**src/rtl/sync_pkg.sv**
```systemverilog
// Shared definitions for the board-to-board sync transmitter and its receivers.
package sync_pkg;

    typedef enum logic [1:0] {
        IDLE  = 2'd0,
        HIGH  = 2'd1,
        GUARD = 2'd2
    } sync_tx_state_t;

    localparam int SYNC_MIN_HIGH = 2;
    localparam int SYNC_MIN_LOW  = 2;

    // Counter width able to hold 0..n-1, never narrower than one bit.
    function automatic int cnt_width(input int n);
        return (n <= 2) ? 1 : $clog2(n);
    endfunction

endpackage

```
**src/rtl/sync_period_timer.sv**
```systemverilog
// Free-running period counter; held at zero while periodic mode is off.
module sync_period_timer
    import sync_pkg::*;
#(
    parameter int PERIOD_CYCLES = 1250
) (
    input  logic clk,
    input  logic rst_n,
    input  logic enable,
    output logic at_zero
);

    localparam int PW = cnt_width(PERIOD_CYCLES);
    localparam logic [PW-1:0] PCNT_LAST = PW'(PERIOD_CYCLES - 1);

    logic [PW-1:0] pcnt_reg;

    always_ff @(posedge clk) begin
        if (!rst_n || !enable) begin
            pcnt_reg <= '0;
        end else if (pcnt_reg == PCNT_LAST) begin
            pcnt_reg <= '0;
        end else begin
            pcnt_reg <= pcnt_reg + 1'b1;
        end
    end

    assign at_zero = (pcnt_reg == '0);

endmodule

```
**src/rtl/sync_transmitter.sv**
```systemverilog
// Emits fixed-width sync pulses, periodically or on trigger, with guaranteed
// high and low times so each rising edge is seen once by a 2-flop receiver.
module sync_transmitter
    import sync_pkg::*;
#(
    parameter int PERIOD_CYCLES  = 1250,
    parameter int HIGH_CYCLES    = 4,
    parameter int MIN_LOW_CYCLES = 4
) (
    input  logic clk,
    input  logic rst_n,
    input  logic enable,
    input  logic trigger,
    output logic sync_out,
    output logic sync_sent,
    output logic busy,
    output logic overrun
);

    // The period must fit a full pulse plus its guard and the IDLE cycle.
    if (PERIOD_CYCLES < HIGH_CYCLES + MIN_LOW_CYCLES + 1) begin : g_bad_period
        $error("sync_transmitter: PERIOD_CYCLES too short for HIGH_CYCLES + MIN_LOW_CYCLES + 1");
    end
    if (HIGH_CYCLES < SYNC_MIN_HIGH) begin : g_bad_high
        $error("sync_transmitter: HIGH_CYCLES below receiver minimum");
    end
    if (MIN_LOW_CYCLES < SYNC_MIN_LOW) begin : g_bad_low
        $error("sync_transmitter: MIN_LOW_CYCLES below receiver minimum");
    end

    localparam int HW = cnt_width(HIGH_CYCLES);
    localparam int LW = cnt_width(MIN_LOW_CYCLES);
    localparam logic [HW-1:0] HCNT_LAST = HW'(HIGH_CYCLES - 1);
    localparam logic [LW-1:0] GCNT_LAST = LW'(MIN_LOW_CYCLES - 1);

    sync_tx_state_t state_reg;
    logic [HW-1:0]  hcnt_reg;
    logic [LW-1:0]  gcnt_reg;
    logic           pending_reg;
    logic           sync_out_reg;
    logic           sync_sent_reg;
    logic           overrun_reg;
    logic           at_zero;
    logic           launch;

    sync_period_timer #(
        .PERIOD_CYCLES(PERIOD_CYCLES)
    ) u_timer (
        .clk    (clk),
        .rst_n  (rst_n),
        .enable (enable),
        .at_zero(at_zero)
    );

    assign launch = (enable && at_zero) || trigger || pending_reg;

    always_ff @(posedge clk) begin
        if (!rst_n) begin
            state_reg     <= IDLE;
            hcnt_reg      <= '0;
            gcnt_reg      <= '0;
            pending_reg   <= 1'b0;
            sync_out_reg  <= 1'b0;
            sync_sent_reg <= 1'b0;
            overrun_reg   <= 1'b0;
        end else begin
            sync_sent_reg <= 1'b0;

            // Triggers arriving mid-pulse queue one deep; any more are lost.
            if (trigger && state_reg != IDLE) begin
                if (pending_reg) begin
                    overrun_reg <= 1'b1;
                end else begin
                    pending_reg <= 1'b1;
                end
            end

            case (state_reg)
                IDLE: begin
                    if (launch) begin
                        state_reg     <= HIGH;
                        sync_out_reg  <= 1'b1;
                        sync_sent_reg <= 1'b1;
                        pending_reg   <= 1'b0;
                        hcnt_reg      <= '0;
                    end
                end
                HIGH: begin
                    if (hcnt_reg == HCNT_LAST) begin
                        state_reg    <= GUARD;
                        sync_out_reg <= 1'b0;
                        gcnt_reg     <= '0;
                    end else begin
                        hcnt_reg <= hcnt_reg + 1'b1;
                    end
                end
                GUARD: begin
                    if (gcnt_reg == GCNT_LAST) begin
                        state_reg <= IDLE;
                    end else begin
                        gcnt_reg <= gcnt_reg + 1'b1;
                    end
                end
                default: begin
                    state_reg    <= IDLE;
                    sync_out_reg <= 1'b0;
                end
            endcase
        end
    end

    assign sync_out  = sync_out_reg;
    assign sync_sent = sync_sent_reg;
    assign busy      = (state_reg != IDLE);
    assign overrun   = overrun_reg;

endmodule

```
**config.mk**
```make
export PLATFORM = sky130hd
export DESIGN_NAME = sync_transmitter
export DESIGN_NICKNAME = d
export VERILOG_FILES = /design/src/rtl/sync_pkg.sv /design/src/rtl/sync_period_timer.sv /design/src/rtl/sync_transmitter.sv
export SDC_FILE = /design/constraint.sdc
export NUM_CORES = 1
export LEC_CHECK = 0
export BUFFER_PORTS_ARGS = -buffer_cell sky130_fd_sc_hd__buf_4
export CORE_UTILIZATION = 43
export CTS_BUF_LIST = sky130_fd_sc_hd__clkbuf_8
export DETAILED_ROUTE_END_ITERATION = 8
export GPL_TIMING_DRIVEN = 0
export HOLD_SLACK_MARGIN = 0.1
export MAX_ROUTING_LAYER = met4
export PLACE_DENSITY = 0.66
export SLEW_MARGIN = 20
export SYNTH_ARGS = -nofsm -noshare
export SYNTH_HDL_FRONTEND = slang
export SYNTH_SLANG_ARGS = --single-unit
```
**constraint.sdc**
```tcl
create_clock -name clk -period 1.2 [get_ports clk]
set_input_delay 0.24 -clock clk [delete_from_list [all_inputs] [get_ports clk]]
set_output_delay 0.24 -clock clk [all_outputs]
set_load 0.03 [all_outputs]
```
== Yosys cells after proc, flatten, opt, wreduce, memory -nomap -nowiden ==
Cells that the tools add are included.
W data, S select, Z words.

* Latch bits: 0
* Input bits: 4
* Memories: 0
* Memory bits (writable): 0
* Register bits: 21
* Logic and storage cells: 58
* ROM bits: 0

* Reductions and logical operators: 19
* Div/mod/pow operators: 0
* $add $sub $neg: 3
* Shifts and indexed selects: 0
* Mux-type cells: 17
* Eq/ne operators: 10
* Multipliers: 0
* Bitwise logic cells: 1
* Magnitude comparators: 0

{| class="wikitable"
|+ Operators by type and width
! cell !! number
|-
| $mux W2 || 7
|-
| $reduce_and A3 Y1 || 4
|-
| $add A11 B1 Y11 const B || 1
|-
| $eq A11 B11 Y1 const B || 1
|-
| $logic_not A11 Y1 || 1
|-
| $ne A2 B2 Y1 const B || 5
|-
| $pmux W2 S2 || 2
|-
| $eq A2 B2 Y1 const B || 3
|-
| $mux W1 || 6
|-
| $pmux W2 S3 || 1
|-
| $reduce_bool A2 Y1 || 3
|-
| $add A2 B1 Y2 const B || 2
|-
| $reduce_and A2 Y1 || 2
|-
| $logic_or A1 B1 Y1 || 3
|-
| $pmux W1 S3 || 1
|-
| $eq A2 B1 Y1 const B || 1
|-
| $logic_and A1 B1 Y1 || 2
|-
| $logic_not A1 Y1 || 2
|-
| $logic_not A2 Y1 || 1
|-
| $reduce_or A2 Y1 || 1
|-
| $not A1 Y1 || 1
|}

== Depth between registers and ports, before layout ==
Gate-level depths: netlist of run 1.

* Depth after elaboration: 6
* Mapped depth: 6
* Gate-level depth less buffers: 6

== Modules after synthesis ==
From an unflattened synthesis of run 1, not the netlist that was laid out.

* Cells, all modules: 111
* Area, all modules: 1032.2 µm²

{| class="wikitable"
|+ Modules (own cells, without submodules)
! module !! cells an instance !! area an instance (µm²) !! instances !! sequential area each (µm²)
|-
| sync_period_timer || 61 || 545.5 || 1 || 220.2
|-
| sync_transmitter || 50 || 486.7 || 1 || 200.2
|}

== Least setup slack after synthesis of run 1 ==
OpenSTA, ideal clock, no wires.

* Kind: reg2reg
* From: reg u_timer.pcnt_reg[0]
* To: reg hcnt_reg[1]
* Cell stages (with the launch flop): 7
* Arrival: 1.130 ns
* Required time: 1.128 ns
* Path slack: -0.001 ns
* Period minus slack after synthesis: 1.201 ns
* Cells stage by stage: dfxtp_1 -> inv_1 -> ha_1 -> nor4bb_1 -> nand4_1 -> nand2_1 -> mux2i_1

* Longest elaborated chain between the ends: 6

{| class="wikitable"
|+ RTL lines
! what !! RTL line !! source
|-
| from (decl) || sync_period_timer.sv:16 || <nowiki>logic [PW-1:0] pcnt_reg;</nowiki>
|-
| from (signal assigned) || sync_period_timer.sv:24 || <nowiki>pcnt_reg <= pcnt_reg + 1'b1;</nowiki>
|-
| $logic_not A11 Y1 || sync_period_timer.sv:28 || <nowiki>assign at_zero = (pcnt_reg == '0);</nowiki>
|-
| $logic_and A1 B1 Y1 || sync_transmitter.sv:55 || <nowiki>assign launch = (enable && at_zero) || trigger || pending_reg;</nowiki>
|-
| $logic_or A1 B1 Y1 (2 in series) || sync_transmitter.sv:55 ||
|-
| $ne A2 B2 Y1 (no line) || - ||
|-
| $reduce_and A3 Y1 (no line) || - ||
|-
| to (signal assigned) || sync_transmitter.sv:94 || <nowiki>hcnt_reg <= hcnt_reg + 1'b1;</nowiki>
|-
| to (decl) || sync_transmitter.sv:37 || <nowiki>logic [HW-1:0] hcnt_reg;</nowiki>
|}

No other way between the ends.
A chain may end at the register's enable or synchronous reset.

== Worst setup path after layout of run 1 ==
Same ends and word-level chain as after synthesis.

==> flow_summary_export.csv, run 1 <==
group,metric,value,unit
sta,tightest_slew,356,ps
routing,vias,832,
sta,setup_viol,7,
sta,timing.final.ws_setup,-63.1,ps
critical_path,critical_path_class,"flop to flop",
status,violations,"setup timing",
critical_path,cp_max_fo,3,
cts,cts-root-to-sink-buffers,2,
cts,ctsHtreeMaxLevel,1,
sta,hold_slack,234,ps
layout,fill_cells,176,
floorplanning,row_count,16,
min_path,hp-start,"trigger",
synth,netlist_area,975,um2
floorplanning,coreArea,2040,um2
pwr,cellPowerDensity,1030,nW/um2
critical_path,reg2regPathDepth,6,
floorplanning,initial_core_util,47.7,%
synth,synthAdderAreaFrac,6.42,%
sta,fin_skew,7.43,ps
layout,largest_register_ff_count,11,
placement,io_buffers,7,
cts,cts_num_sinks,21,
min_path,holdPathStages,3,
layout,final_cell_mix,"buf_4, dfxtp_1, nor2_1",
sta,fin_crit_sh,105,%
critical_path,r2r-start,"u_timer.pcnt_reg[0]$_SDFF_PP0_",
critical_path,cpMaxStageDelayCell,"dfxtp_4",
sta,drv_slew,0,
synth,synthSimpleGateAreaFrac,28.8,%
critical_path,critPathCaptureType,"flop",
layout,syn_to_final_growth,37.1,%
grt,track_usage,19.4,%
sta,finalCriticalPeriod,1260,ps
cts,path_clk_slew,80,ps
synth,yosys_warnings,0,
synth,ys_async_sr_fraction,0,%
pwr,ir_drop,0.760,mV
grt,grt_start_max_net_pins,12,
routing,wl_per_cell,13.3,um
synth,synth_top_family_by_area,"simple AND/OR/NAND/NOR gates",
synth,ys_ff_latch,21,
synth,synth_fp_nets,121,
cts,cts_root_buffer,"clkbuf_8",
layout,drive_gt1_share,44.6,%
grt,grt_pass1_wl,3450,um
cts,clock_latency,270,ps
critical_path,cp.required,1400,ps
placement,dp_hpwl,1240,um
synth,synth_cells,112,
run,drv_cap,0,
layout,post-route-util,65.4,%
placement,place_congestion,0.716,
grt,antenna_found_initial,0,
sta,rsz0062_at_grt,"true",
synth,synth_compound_area_share,8.22,%
sta,tns,-226,ps
synth,yosysSeqAreaShare,43.1,%
routing,routed_wirelength,2090,um
floorplanning,die_y,49.6,um
synth,syn_area_per_cell,8.70,um2
routing,dr.first_iter.drc_count,4,
layout,final_common_cell,"buf_4",
critical_path,crit_arrival,1470,ps
synth,synthMuxAreaShare,1.03,%
routing,routed_via_density,5.30,
synth,synth_edf_count,0,
grt,grt_overflow,0,
critical_path,slowest_delay,360,ps
synth,synth-xor-area-share,8.09,%
floorplanning,die_width,49.6,um
min_path,hold_class,"input port to flop",
cts,cts_buffers,3,
min_path,min_to,"sync_sent$_SDFF_PN0_",
grt,first_global_vias,812,
placement,dp_slack,-171,ps
synth,synth_flop_cell,"dfxtp_1",
layout,nets,140,
routing,drtPass1Iterations,4,
critical_path,path_cells,"inv_4 -> ha_4 -> nor4bb_4 -> nand4_1 -> nand2_2 -> mux2i_1",
sta,slew_headroom,76.2,%
pwr,static-leakage-power,0.483,nW
critical_path,r2r-end,"hcnt_reg[1]$_SDFFE_PN0P_",
layout,n_antenna_cell,0,
floorplanning,die_area,2460,um2
floorplanning,ios,8,
cts,cts_hold_buf,0,
routing,drtAntennaViolNets,0,
sta,max_freq,792,MHz
routing,drc_errors,0,
critical_path,r2r_slack,-60,ps
status,outcome,"finished, violations left",
sta,timing.final.hold_violations,0,
cts,cts_tree,"built",
synth,synth_cell_types,36,
critical_path,start_kind,"flop",
[how the worst max path moves through the flow]
stage	startpoint	endpoint	slack (ps)	depth (start not counted)
floorplan	u_timer.pcnt_reg[0]$_SDFF_PP0_	hcnt_reg[1]$_SDFFE_PN0P_	6	6
global placement	u_timer.pcnt_reg[6]$_SDFF_PP0_	hcnt_reg[1]$_SDFFE_PN0P_	-100	4
detailed placement	u_timer.pcnt_reg[0]$_SDFF_PP0_	hcnt_reg[1]$_SDFFE_PN0P_	-170	6
CTS	u_timer.pcnt_reg[0]$_SDFF_PP0_	hcnt_reg[1]$_SDFFE_PN0P_	-100	6
global route	u_timer.pcnt_reg[0]$_SDFF_PP0_	hcnt_reg[1]$_SDFFE_PN0P_	-170	6
finish	u_timer.pcnt_reg[0]$_SDFF_PP0_	hcnt_reg[1]$_SDFFE_PN0P_	-60	6
[final cells by class]
| class | count | area [um2] | share of cell area [%] |
|---|---|---|---|
| clock inverter | 1 | 3.75 | 0.281 |
| clock buffer | 3 | 41.3 | 3.09 |
| timing repair buffer | 15 | 120 | 8.99 |
| tap | 27 | 33.8 | 2.53 |
| inverter | 4 | 17.5 | 1.31 |
| multi-input combinational | 83 | 666 | 49.8 |
| sequential | 21 | 434 | 32.5 |
| buffer | 3 | 20.0 | 1.50 |
[Yosys cell counts, types with 2 or more instances]
| cell | instances | area, um2 |
|---|---|---|
| a21oi_1 | 3 | 15.0 |
| and2_1 | 2 | 12.5 |
| and3_1 | 3 | 18.8 |
| dfxtp_1 | 21 | 420 |
| ha_1 | 5 | 62.6 |
| inv_1 | 3 | 11.3 |
| nand2_1 | 9 | 33.8 |
| nand3_1 | 7 | 35.0 |
| nand4_1 | 4 | 25.0 |
| nor2_1 | 17 | 63.8 |
| nor2_2 | 2 | 12.5 |
| nor3_1 | 3 | 15.0 |
| o211ai_1 | 2 | 15.0 |
| o21ai_0 | 2 | 10.0 |
| xnor2_1 | 5 | 43.8 |
| xor2_1 | 4 | 35.0 |
[what timing repair did]
action                                  4_1_cts  5_1_grt
endpoints found under the setup margin       17       20
pin swaps                                     7       10
resized for setup                            20       30
cloned                                        0        1
endpoints found under the hold margin         0        0
buffers inserted                              6        2
[where the power goes]
group	switching, mW	total [mW]	internal [mW]
logic	0.0928	0.180	0.0870
registers	0.0204	0.736	0.715
clock network	0.234	0.462	0.229
[through the flow]
stage	power (mW)	instances	cell area [um2]
3_5_place_dp	0.876	146	1060
5_1_grt	1.43	157	1340
6_report	1.38	157	1340
4_1_cts	1.36	155	1210
2_1_floorplan	0.834	112	975
3_3_place_gp	0.873	146	1060
[worst max-delay path: cells and delay by family (launching register included)]
kind | cells | cell delay (ps)
flops | 1 | 360
simple gates | 3 | 480
mux | 1 | 180
buf+inv | 1 | 60
fa+ha+maj | 1 | 120
[cell families after synthesis]
group,count (synthesis)
compound gates,13
xor+xnor,9
fa+ha+maj,5
buf+inv,8
flops,21
mux,1
simple gates,55
[metal layers]
metal	up-vias	part of all wire, %	GRT usage (%)
met4	0	2.0	8.57
met3	4	3.0	5.56
met1	393	42	19.4
li1	421	-	-
met2	14	53	34.7
met5	-	0	-
Power figures use the tool's default switching activity.
==> run 2, diff against run 1 <==
Settings changed: CORE_ASPECT_RATIO from default to 0.8.
==> run 2 against run 1 <==
Effect of this change:
- the flow still finishes with violations (setup timing)
- non-clock buffer count is 5 higher
- utilization is 0.41 points lower
- count of clock-buffer cells in the layout stayed put
- power is 0.75% higher
- largest power group unchanged
==> flow_summary_export.csv, run 2 (same netlist as run 1, synthesis figures left out) <==
group,metric,value,unit
layout,drive_gt1_share,45.9,%
layout,layoutNonFillerInstCount,160,
critical_path,critical_path_class,"flop to flop",
sta,max_freq,787,MHz
routing,drtAntennaViolNets,0,
floorplanning,die_y,44.6,um
cts,cts_num_sinks,21,
layout,final_common_cell,"buf_4",
sta,drv_slew,0,
pwr,ir_drop,0.778,mV
critical_path,crit_buf_inv,1,
status,outcome,"finished, violations left",
sta,hold_slack,241,ps
critical_path,cp_max_fo,4,
layout,register_area,442,um2
routing,routed_wirelength,2240,um
sta,slew_headroom,75.5,%
cts,ctsHtreeMaxLevel,1,
placement,dp_hpwl,1220,um
sta,fin_skew,6.88,ps
pwr,sw_frac_of_total,25.3,%
pwr,internal_power,1.04,mW
placement,placedCellCount,144,
routing,wl_met3,77,um
pwr,cellPowerDensity,998,nW/um2
layout,fill_cells,170,
pwr,clkPwrFrac,33.4,%
grt,grt_overflow,0,
cts,cts_tree,"built",
critical_path,crit_arrival,1470,ps
critical_path,worstSetupPathDepth,6,
routing,dr_wl_met2,1050,um
min_path,hold_class,"input port to flop",
grt,grt_start_max_net_pins,13,
grt,grt_pass1_wl,3010,um
critical_path,reg2regPathDepth,6,
cts,cts_buffers,3,
pwr,combPwrFrac,14.7,%
routing,routed_via_density,5.19,
grt,antenna_found_initial,0,
floorplanning,die_area,2460,um2
layout,post-route-util,65.0,%
critical_path,cpMaxStageDelayCell,"dfxtp_4",
pwr,static-leakage-power,0.538,nW
routing,dr.max_layer_used,"met4",
grt,track_usage,16.3,%
critical_path,cp.required,1400,ps
placement,dp_slack,-145,ps
routing,wl_met1,1100,um
critical_path,path_cells,"inv_4 -> ha_4 -> nor4bb_4 -> nand4_1 -> nand2_2 -> mux2i_1",
cts,cts_root_buffer,"clkbuf_8",
layout,final_area,1390,um2
min_path,holdPathStages,3,
grt,first_global_vias,681,
run,drv_cap,0,
cts,path_clk_slew,80,ps
floorplanning,initial_core_util,45.6,%
routing,drtPass1Iterations,4,
placement,place_area,1060,um2
cts,cts_hold_buf,0,
layout,syn_to_final_growth,42.7,%
routing,drc_errors,0,
routing,wl_per_cell,14.0,um
critical_path,slowest_delay,370,ps
sta,tns,-301,ps
floorplanning,die_width,55.2,um
routing,dr.first_iter.drc_count,15,
floorplanning,row_count,15,
sta,tightest_slew,368,ps
sta,fin_crit_sh,106,%
layout,multi_input_area,673,um2
placement,io_buffers,7,
sta,timing.final.hold_violations,0,
sta,timing.final.ws_setup,-70.3,ps
layout,largest_register_ff_count,11,
critical_path,start_kind,"flop",
floorplanning,ios,8,
layout,final_cell_mix,"buf_4, dfxtp_1, nand2_1, nor2_1",
cts,clock_latency,260,ps
placement,place_congestion,0.737,
cts,cts-root-to-sink-buffers,2,
pwr,seq_power_share,51.9,%
critical_path,critical_path.top_delay_family,"simple AND/OR/NAND/NOR gates",
pwr,p_total,1.39,mW
sta,finalCriticalPeriod,1270,ps
pwr,p_switching,351,uW
status,violations,"setup timing",
layout,n_antenna_cell,0,
routing,vias,831,
sta,setup_viol,11,
sta,rsz0062_at_grt,"true",
layout,nets,145,
floorplanning,coreArea,2140,um2
critical_path,critPathCaptureType,"flop",
==> run 2: worst paths after layout <==
check | startpoint | end | slack (ps)
hold / removal | trigger | sync_sent$_SDFF_PN0_ | 240
setup / recovery | u_timer.pcnt_reg[0]$_SDFF_PP0_ | hcnt_reg[1]$_SDFFE_PN0P_ | -70
hold reg to reg | u_timer.pcnt_reg[0]$_SDFF_PP0_ | u_timer.pcnt_reg[0]$_SDFF_PP0_ | 460
setup reg to reg | u_timer.pcnt_reg[0]$_SDFF_PP0_ | hcnt_reg[1]$_SDFFE_PN0P_ | -70
==> run 2: final cells by class <==
class,instances,area share [%]
Inverter,4,1.26
Timing Repair Buffer,19,10.8
Clock buffer,3,2.97
Buffer,4,2.25
Clock inverter,1,0.360
Multi-Input combinational cell,83,48.4
Tap cell,25,2.25
Sequential cell,21,31.7
==> run 2: worst min-delay path, cell delays in order <==
cell and delay, ps:
buf_4 90, nor2_1 40, a21oi_1 100
==> run 2: layer usage <==
metal	global-route usage, %	vias up
li1	-	434
met1	20.2	380
met2	25.1	15
met3	5.56	2
met4	6.00	0
met5	-	-
==> run 2: power by group through the flow <==
stage	Sequential, mW	Combinational, mW	Clock [mW]
floorplan	0.756	0.0785	0
global placement	0.744	0.131	0
detailed placement	0.744	0.133	0
CTS	0.726	0.158	0.473
global route	0.723	0.219	0.502
finish	0.721	0.204	0.464
==> run 2: what timing repair did <==
action / CTS / global route
pin swaps: 4 / 14
resized for setup: 18 / 35
gates cloned: 1 / 0
buffers inserted: 4 / 7
endpoints found under the setup margin: 16 / 19
==> run 3, diff against run 2 <==
--- a/config.mk
+++ b/config.mk
@@ -11,9 +11,7 @@
 export CTS_BUF_LIST = sky130_fd_sc_hd__clkbuf_8
 export DETAILED_ROUTE_END_ITERATION = 8
-export GPL_TIMING_DRIVEN = 0
 export HOLD_SLACK_MARGIN = 0.1
 export MAX_ROUTING_LAYER = met4
 export PLACE_DENSITY = 0.66
-export SLEW_MARGIN = 20
 export SYNTH_ARGS = -nofsm -noshare
 export SYNTH_HDL_FRONTEND = slang
==> constraint.sdc (replaced) <==
create_clock -name clk -period 1.2 [get_ports clk]
set_input_delay 0.24 -clock clk [delete_from_list [all_inputs] [get_ports clk]]
set_output_delay 0.24 -clock clk [all_outputs]
set_load 0.1 [all_outputs]
==> run 3 against run 2 <==
Effect of this change:
- the run still ends with setup timing left
- final cell count increased by 3.1%
- sequential power increased by 0.6%
- setup slack got worse by 2.5 ps
- critical path type unchanged
- critical endpoint is now u_timer.pcnt_reg[6]$_SDFF_PP0_
==> flow_summary_export.csv, run 3 (same netlist as run 1, synthesis figures left out) <==
group,metric,value,unit
sta,fin_skew,5.81,ps
critical_path,r2r-start,"u_timer.pcnt_reg[1]$_SDFF_PP0_",
grt,grt_pass1_wl,3060,um
pwr,seq_power_share,49.8,%
critical_path,critPathCaptureType,"flop",
pwr,static-leakage-power,0.566,nW
pwr,sw_frac_of_total,28.1,%
sta,setup_viol,11,
sta,timing.final.ws_setup,-72.8,ps
floorplanning,initial_core_util,45.6,%
sta,tightest_slew,284,ps
sta,max_freq,786,MHz
layout,drive_gt1_share,50.0,%
sta,finalCriticalPeriod,1270,ps
routing,drc_errors,0,
routing,wl_per_cell,12.4,um
layout,largest_register_ff_count,11,
layout,post-route-util,67.4,%
pwr,internal_power,1.05,mW
routing,vias,862,
floorplanning,die_area,2460,um2
sta,timing.final.hold_violations,0,
cts,cts_buffers,3,
cts,cts_root_buffer,"clkbuf_8",
layout,final_area,1440,um2
status,outcome,"finished, violations left",
cts,cts_num_sinks,21,
layout,fill_cells,168,
min_path,hp-start,"trigger",
grt,first_global_vias,752,
placement,dp_hpwl,1360,um
cts,ctsHtreeMaxLevel,1,
routing,drtPass1Iterations,4,
layout,final_cell_mix,"buf_4, dfxtp_1, nand2_1, nor2_1",
grt,track_usage,17.1,%
routing,dr.first_iter.drc_count,21,
status,violations,"setup timing",
layout,syn_to_final_growth,47.9,%
placement,io_buffers,7,
sta,drv_slew,0,
routing,drtAntennaViolNets,0,
grt,antenna_found_initial,0,
min_path,hold_class,"input port to flop",
placement,place_congestion,0.867,
critical_path,crit_arrival,1440,ps
floorplanning,ios,8,
critical_path,cp.required,1370,ps
cts,clock_latency,270,ps
layout,nets,150,
pwr,ir_drop,0.911,mV
layout,n_antenna_cell,0,
floorplanning,coreArea,2140,um2
pwr,combPwrFrac,17.1,%
cts,path_clk_slew,80,ps
critical_path,start_kind,"flop",
pwr,cellPowerDensity,1010,nW/um2
cts,cts-root-to-sink-buffers,2,
pwr,clkPwrFrac,33.1,%
sta,slew_headroom,81.0,%
pwr,p_total,1.46,mW
critical_path,cp_max_fo,3,
layout,final_common_cell,"buf_4",
sta,fin_crit_sh,106,%
critical_path,setup.worst_path.start,"u_timer.pcnt_reg[1]$_SDFF_PP0_",
grt,grt_overflow,0,
routing,routed_via_density,5.22,
placement,place_area,1170,um2
run,drv_cap,0,
sta,rsz0062_at_grt,"true",
grt,grt_start_max_net_pins,14,
floorplanning,die_y,44.6,um
floorplanning,die_width,55.2,um
sta,hold_slack,238,ps
routing,routed_wirelength,2050,um
pwr,p_switching,408,uW
critical_path,critical_path_class,"flop to flop",
floorplanning,row_count,15,
cts,cts_tree,"built",
## run 3: cell types whose count changed in the layout (fill, tap and decap cells not counted), sizes merged
cell	previous run	this run
buf	22	27
clkinv	1	0
clkinvlp	0	1
## run 3: per-layer routing
layer / vias up / part of all wire (%) / routed length (um) / GRT usage (%)
met3: 4 / 3.9 / 79 / 5.26
met1: 395 / 47 / 961 / 20.3
met5: - / 0 / 0 / -
li1: 441 / - / - / -
met4: 0 / 1.7 / 35 / 10.5
met2: 22 / 48 / 974 / 25.8
## run 3: layout make-up
class	instances	area [um2]	area share (%)
sequential	21	440	30.6
multi-input combinational	83	651	45.1
clock buffer	3	41.3	2.86
clock inverter	1	7.51	0.521
tap	25	31.3	2.17
inverter	4	17.5	1.22
timing repair buffer	28	253	17.5
## run 3: final timing paths
check,endpoint,slack (ps),cells after the start
min reg2reg,hcnt_reg[1]$_SDFFE_PN0P_,480,2
max reg2reg,u_timer.pcnt_reg[6]$_SDFF_PP0_,-70,6
min,sync_sent$_SDFF_PN0_,240,3
max,u_timer.pcnt_reg[6]$_SDFF_PP0_,-70,6
## run 3: critical path, stage by stage, from the launching register on
cell     delay, ps
dfxtp_2        330
buf_4          130
ha_2           190
and3_4         180
nand2_1         90
xor2_1         220
nor2_2          40
## run 3: through the flow
stage / setup TNS (ps) / setup slack (ps) / cells
floorplan: 0 / 6.48 / 112
detailed placement: -258 / -101 / 156
finish: -301 / -72.8 / 165
global route: -1320 / -182 / 165
CTS: -165 / -60.2 / 163
global placement: -28.0 / -25.4 / 156
## run 3: repair_timing
action                     4_1_cts  5_1_grt
hold endpoints to repair         0        0
buffers inserted                 3        1
resized for setup               16       31
setup endpoints to repair       16       20
hold buffers                     0        0
gates cloned                     0        1
pin swaps                        5       10
## run 3: power by group through the flow
stage	clock network, mW	registers [mW]	logic [mW]
after global placement	0	0.744	0.196
after floorplan	0	0.792	0.0956
after detailed placement	0	0.745	0.197
after CTS	0.495	0.730	0.220
after global routing	0.513	0.727	0.269
final	0.481	0.725	0.249
